## src/rtl/hack_pkg.sv

```systemverilog
// Shared widths for the Hack memory tiers (RAM8 and the tiers built from it).
package hack_pkg;

    localparam int unsigned WORD_W      = 16;
    localparam int unsigned RAM8_DEPTH  = 8;
    localparam int unsigned RAM8_ADDR_W = 3;

endpackage

```

## src/rtl/ram8_rw_register.sv

```systemverilog
// WIDTH-bit load-enabled storage register, asynchronously cleared to zero.
module ram8_rw_register
    import hack_pkg::*;
#(
    parameter int unsigned WIDTH = WORD_W
) (
    input  logic             clk,
    input  logic             rst,
    input  logic             load,
    input  logic [WIDTH-1:0] d,
    output logic [WIDTH-1:0] q
);

    always_ff @(posedge clk or posedge rst) begin
        if (rst) begin
            q <= '0;
        end else if (load) begin
            q <= d;
        end
    end

endmodule

```

## src/rtl/ram8_rw.sv

```systemverilog
// Eight-word register memory: one write port, one registered read port.
// Build with RAM8_RW_BYPASS_EN for write-first forwarding on same-address collisions.
module ram8_rw
    import hack_pkg::*;
#(
    parameter int unsigned WIDTH  = WORD_W,
    parameter int unsigned DEPTH  = RAM8_DEPTH,
    localparam int unsigned ADDR_W = $clog2(DEPTH)
) (
    input  logic              clk,
    input  logic              rst,
    input  logic              load,
    input  logic [ADDR_W-1:0] wr_addr,
    input  logic [WIDTH-1:0]  in,
    input  logic              rd_en,
    input  logic [ADDR_W-1:0] rd_addr,
    output logic [WIDTH-1:0]  out,
    output logic              out_valid
);

    logic [WIDTH-1:0] words [DEPTH];
    logic [DEPTH-1:0] word_load;
    logic [WIDTH-1:0] rd_word;

    // One-hot demux of load onto the addressed word
    always_comb begin
        word_load = '0;
        if (load) begin
            word_load[wr_addr] = 1'b1;
        end
    end

    for (genvar i = 0; i < DEPTH; i++) begin : g_word
        ram8_rw_register #(
            .WIDTH (WIDTH)
        ) u_word (
            .clk  (clk),
            .rst  (rst),
            .load (word_load[i]),
            .d    (in),
            .q    (words[i])
        );
    end

    // Read mux; storage still holds old data at the edge, so default is read-before-write
    always_comb begin
        rd_word = words[rd_addr];
`ifdef RAM8_RW_BYPASS_EN
        if (load && (wr_addr == rd_addr)) begin
            rd_word = in;
        end
`endif
    end

    ram8_rw_register #(
        .WIDTH (WIDTH)
    ) u_out (
        .clk  (clk),
        .rst  (rst),
        .load (rd_en),
        .d    (rd_word),
        .q    (out)
    );

    always_ff @(posedge clk or posedge rst) begin
        if (rst) begin
            out_valid <= 1'b0;
        end else begin
            out_valid <= rd_en;
        end
    end

endmodule

```

## config.mk

```make
export PLATFORM = sky130hd
export DESIGN_NAME = ram8_rw
export DESIGN_NICKNAME = d
export VERILOG_FILES = /design/src/rtl/hack_pkg.sv /design/src/rtl/ram8_rw_register.sv /design/src/rtl/ram8_rw.sv
export SDC_FILE = /design/constraint.sdc
export NUM_CORES = 1
export LEC_CHECK = 0
export BUFFER_PORTS_ARGS = -buffer_cell sky130_fd_sc_hd__buf_2
export CAP_MARGIN = 0
export CORE_ASPECT_RATIO = 0.8
export CORE_MARGIN = 2
export CORE_UTILIZATION = 32
export DETAILED_ROUTE_END_ITERATION = 8
export GPL_TIMING_DRIVEN = 0
export SKIP_CTS_REPAIR_TIMING = 1
export SLEW_MARGIN = 25
export SYNTH_ARGS = -nofsm -noshare
export SYNTH_HDL_FRONTEND = slang
export SYNTH_SLANG_ARGS = --single-unit
```

## constraint.sdc

```tcl
create_clock -name clk -period 13.7 [get_ports clk]
set_input_delay 3.425 -clock clk [delete_from_list [all_inputs] [get_ports clk]]
set_output_delay 3.425 -clock clk [all_outputs]
set_load 0.01 [all_outputs]
```

* Word level (Yosys, flattened, before mapping)
Index checks and enable logic that the tools add are counted.
** Word-level totals
- Logic and storage cells :: 21
- Register bits after elaboration :: 145
** Cells by class
- Magnitude comparators :: 3
- Mux-type cells :: 6
- Reductions and logical operators :: 1
- Bitwise logic cells :: 1
** Operators with widths (count)
- $bmux 16 s3 :: 1
- $mux 16 :: 2
- $mux 8 :: 1
- $ge 4x4->1 const B :: 1
- $lt 3x4->1 const B :: 1
- $not 3->4 :: 1
- $demux 1 s3 :: 1
- $ge 3x1->1 const B :: 1
- $logic_and 1x1->1 :: 1
- $mux 1 :: 1

* Depth between registers and ports, before layout
- Word-level depth :: 5
- Mapped depth :: 6
- Depth with buffers taken out :: 3

* Hierarchy
From an unflattened synthesis, not the netlist that was laid out.
** Unflattened totals
- Cells, all modules :: 387
- Area, all modules :: 7036.7 um2
** By module, submodules not included
- ram8_rw_register :: times used 9, cells each 35, sequential area each 400.4 um2, area each 653.1 um2
- ram8_rw :: times used 1, cells each 72, sequential area each 25.0 um2, area each 1158.6 um2

* Worst setup path after synthesis
No wires, ideal clock.
- Kind :: input-to-reg
- Start point :: input wr_addr[0]
- End point :: register g_word[2].u_word.q[0]
- Setup slack :: 9026 ps
- Stages on the path :: 5
- Arrival :: 4549 ps
- Library setup time :: 125 ps
- Path through :: buf_6 > nand2b_4 > nor3b_4 > buf_8 > mux2_2
** Between the ends
- Longest elaborated chain between the ends :: 5
- Elaborated cells on any way between the ends :: 6
- Those cells by class :: 2 x order compare; 3 x mux; 1 x reduce/logical
** Ends and longest elaborated chain
- from (decl) :: RTL line ram8_rw.sv:13 : input logic [ADDR_W-1:0] wr_addr,
- $lt 3x4->1 (implied by the code) or $ge 3x1->1 (tied branches) :: RTL line ram8_rw.sv:29 : word_load[wr_addr] = 1'b1;
- $logic_and 1x1->1 (implied by the code) :: RTL line ram8_rw.sv:29
- $mux 1 (implied by the code) :: RTL line ram8_rw.sv:29
- $demux 1 s3 * :: RTL line ram8_rw.sv:29
- $mux 8 * :: RTL line ram8_rw.sv:28 : if (load) begin
- to (signal assigned) :: RTL line ram8_rw_register.sv:16 : q <= '0;
- to (signal assigned) :: RTL line ram8_rw_register.sv:18 : q <= d;
- to (decl) :: RTL line ram8_rw_register.sv:11 : output logic [WIDTH-1:0] q
Every way passes the cells marked *; elsewhere a longest branch is shown, timed or not.
A chain may end at the register's enable or synchronous reset.

* Worst setup path after layout
- Start point :: input rd_addr[2]
- End point :: register u_out.q[1]
** Between the ends
- Longest elaborated chain between the ends :: 4
** Ends and longest elaborated chain
- from (decl) :: RTL line ram8_rw.sv:16 : input logic [ADDR_W-1:0] rd_addr,
- $not 3->4 (implied by the code) :: RTL line ram8_rw.sv:47 : rd_word = words[rd_addr];
- $bmux 16 s3 :: RTL line ram8_rw.sv:47
- $mux 16 (implied by the code) (2 in series) :: RTL line ram8_rw.sv:47
- to (signal assigned) :: RTL line ram8_rw_register.sv:16
- to (signal assigned) :: RTL line ram8_rw_register.sv:18
- to (decl) :: RTL line ram8_rw_register.sv:11
No other way between the ends. The select of a mux whose other input is x is not followed.

==> summary.md <==
| Metric | Value |
|---|---|
| Largest net degree at the start of global routing | `97` |
| Final TNS setup | `0 ns` |
| Inserted Diodes | `0` |
| Final #Nets | `between 500 and 600` |
| Core area | `approximately 0.021 mm2` |
| Yosys warnings | `0` |
| Hpwl dp | `10,600 um` |
| Mapped Area | `between 0.006 and 0.007 mm2` |
| Global routing's busiest layer | `met2` |
| Hold Path Class | `reg -> reg` |
| Fin. Hold Viols | `0` |
| GR Overflow Total | `0` |
| M3 GR Usage | `~3.3%` |
| Synth unique cells | `23` |
| Critical path class | `in -> reg` |
| First-pass GRT wire length | `25,500 um` |
| Clk_lat worst skew | `0.41 ns` |
| DR pass1 iterations | `4` |
| Post-route cell area | `0.00774 mm2` |
| CTS tree | `yes` |
| Max Fclk | `around 210 MHz` |
| Iteration-0 DRC Markers | `about 140` |
| DRT antenna net count | `0` |
| Die Wd | `approximately 160 um` |
| Met2 Resource Use GR | `25.2%` |
| CTS Buf Count | `17` |
| Crit path max fanout | `10` |
| Area Overhead vs Synth | `16.8%` |
| Clock-pin slew on the worst setup and hold paths | `~0.050 ns` |
| CP startpoint kind | `input pin` |
| Boundary Pins | `43` |
| Post-DR vias/cell | `a little over 5` |
| Pleak | `0.00347 uW` |
| FF+latch count, synth | `~150` |
| Final Cycle Share | `between 30% and 40%` |
| Standard-cell rows | `between 40 and 50` |
| Run status | `finished clean` |
| Clock root buffer | `clkbuf_16` |
| # port buffers | `35` |
| Setup crit end kind | `flop` |
| Leading cell type in the layout, fill and taps excluded | `dfrtp_1` |
| Die Span Y | `around 130 um` |
| Commonest cells after routing, fill and taps aside | `dfrtp_1, mux2_2, buf_2, mux2i_1, nor2b_1` |
| Slew margin rel. | `approximately 47%` |
| Routability-driven placement congestion ratio | `approximately 0.77` |
| Initial core utilization | `between 30% and 40%` |
| FF/Latch Area | `between 0.003 and 0.004 mm2` |
| Placed inst area | `0.00717 mm2` |
| Mean Syn Cell Area | `approximately 14 um2` |
| Gr usage total | `approximately 16%` |
| Fillers | `just under 2,000` |
| Cells after Synth | `approximately 460` |
| Synthesized Nets | `a little under 500` |
| Clock Tree Buf Depth | `2` |
| Sink Count | `around 150` |
| Pin slew with the least headroom to its limit | `between 0.7 and 0.8 ns` |
| Fin. max-slew vios | `0` |
| DRC errors left | `0` |
| Die ar. | `between 0.02 and 0.025 mm2` |
| Number of global-route vias before repair | `between 4,000 and 5,000` |
| Routing usage on met1 | `21.5%` |
| Final setup fails | `0` |
| PwrDens | `around 160 mW/mm2` |
| WHS Path Cells | `1` |
| Worst R2R Path Depth | `3` |
| Fin crit period | `about 4.8 ns` |
| Initial antenna violation count | `0` |
| Arrival @ worst endpoint | `5.06 ns` |
| Worst path required time | `14.01 ns` |
| Drt total wl | `around 16,000 um` |
| Share of layout cells above drive strength 1 | `between 40% and 50%` |
| Sequential area share after synthesis | `54.8%` |
| RSZ-0062 raised after global routing | `no` |
| Max VDD drop | `roughly 69 uV` |
| Routed WL per cell | `20.2 um` |
| Clock skew | `approximately 0.0080 ns` |
| H-Tree Depth | `4` |
| Area of the multi-input gates | `0.00278 mm2` |
| Max-cap viol count | `0` |
| Via Count | `4,057` |
-- synth_stat cells --
master / number / area share (%)
a41o_1: 16 / 2.4
nor3b_4: 2 / 0.57
nor3_4: 2 / 0.49
buf_2: 15 / 1.1
mux2i_1: 48 / 7.3
nand2b_4: 1 / 0.21
dfrtp_1: 145 / 55
nor2b_1: 33 / 3.1
mux2_2: 128 / 22
inv_1: 1 / 0.057
a211o_1: 16 / 2.1
clkbuf_1: 5 / 0.28
nor2_1: 1 / 0.057
nand4b_2: 3 / 0.68
nand3_1: 16 / 1.2
nand2b_1: 1 / 0.095
a22oi_1: 16 / 1.8
buf_6: 3 / 0.51
buf_1: 1 / 0.057
buf_8: 1 / 0.23
buf_4: 8 / 0.91
nand2_1: 1 / 0.057
nand4_2: 1 / 0.19
-- cell families after synthesis --
| group | count (synthesis) | share of synthesized area, % |
|---|---|---|
| AO/OA/AOI/OAI | 48 | 6.35 |
| buffers and inverters | 34 | 3.17 |
| flip-flops | 145 | 54.8 |
| multiplexers | 176 | 29.0 |
| AND/OR/NAND/NOR | 61 | 6.67 |
-- where the power goes --
part	leakage, uW	total (uW)	switching (uW)	internal (uW)
Combinational	0.00145	199	87.0	112
Sequential	0.00174	566	45.2	521
Clock	0.000277	451	163	288
-- final cells by class --
type,count,share of cell area (%)
flip-flops and latches,145,46.9
multi-input cells,285,36.0
clock buffers,23,5.92
well taps,269,4.35
plain buffers,33,2.67
repair buffers,36,2.62
clock inverters,6,1.41
inverters,1,0.146
-- routing by layer --
metal / routed length [um] / vias to the layer above / share of wire [%]
li1: - / 1827 / -
met1: 7550 / 2142 / 47
met2: 7810 / 68 / 49
met3: 473 / 20 / 2.9
met4: 257 / 0 / 1.6
met5: 0 / - / 0
-- per-stage QoR --
step | hold slack [ns] | cells | setup slack (ns) | utilization, % | total power (uW)
global route | 0.508 | 798 | 8.89 | 37.7 | 1270
floorplan | 0.473 | 464 | 6.38 | - | 711
CTS | 0.500 | 798 | 8.97 | 37.7 | 1220
finish | 0.500 | 798 | 8.94 | 37.7 | 1220
detailed placement | 0.488 | 769 | 8.55 | 34.9 | 773
global placement | 0.481 | 768 | 5.02 | 34.8 | 757
-- state kept, by name, summed over array words and instances (netlist names) --
signal and cells:
out_valid 1, g_word.u_word.q 128, u_out.q 16
-- worst paths after layout --
kind | startpoint | slack [ns] | endpoint
min in group asynchronous | rst | 3.01 | g_word[2].u_word.q[15]
max reg2reg | g_word[4].u_word.q[1] | 12.61 | u_out.q[1]
min | g_word[4].u_word.q[1] | 0.50 | g_word[4].u_word.q[1]
max in group asynchronous | rst | 9.92 | g_word[7].u_word.q[3]
min reg2reg | g_word[4].u_word.q[1] | 0.50 | g_word[4].u_word.q[1]
max | rd_addr[2] | 8.94 | u_out.q[1]
-- critical path: stages --
cell and delay [ns]:
buf_2 0.19, nor2_1 0.63, buf_2 0.42, a22oi_1 0.15, a41o_1 0.24
Power figures use the tool's default switching activity.
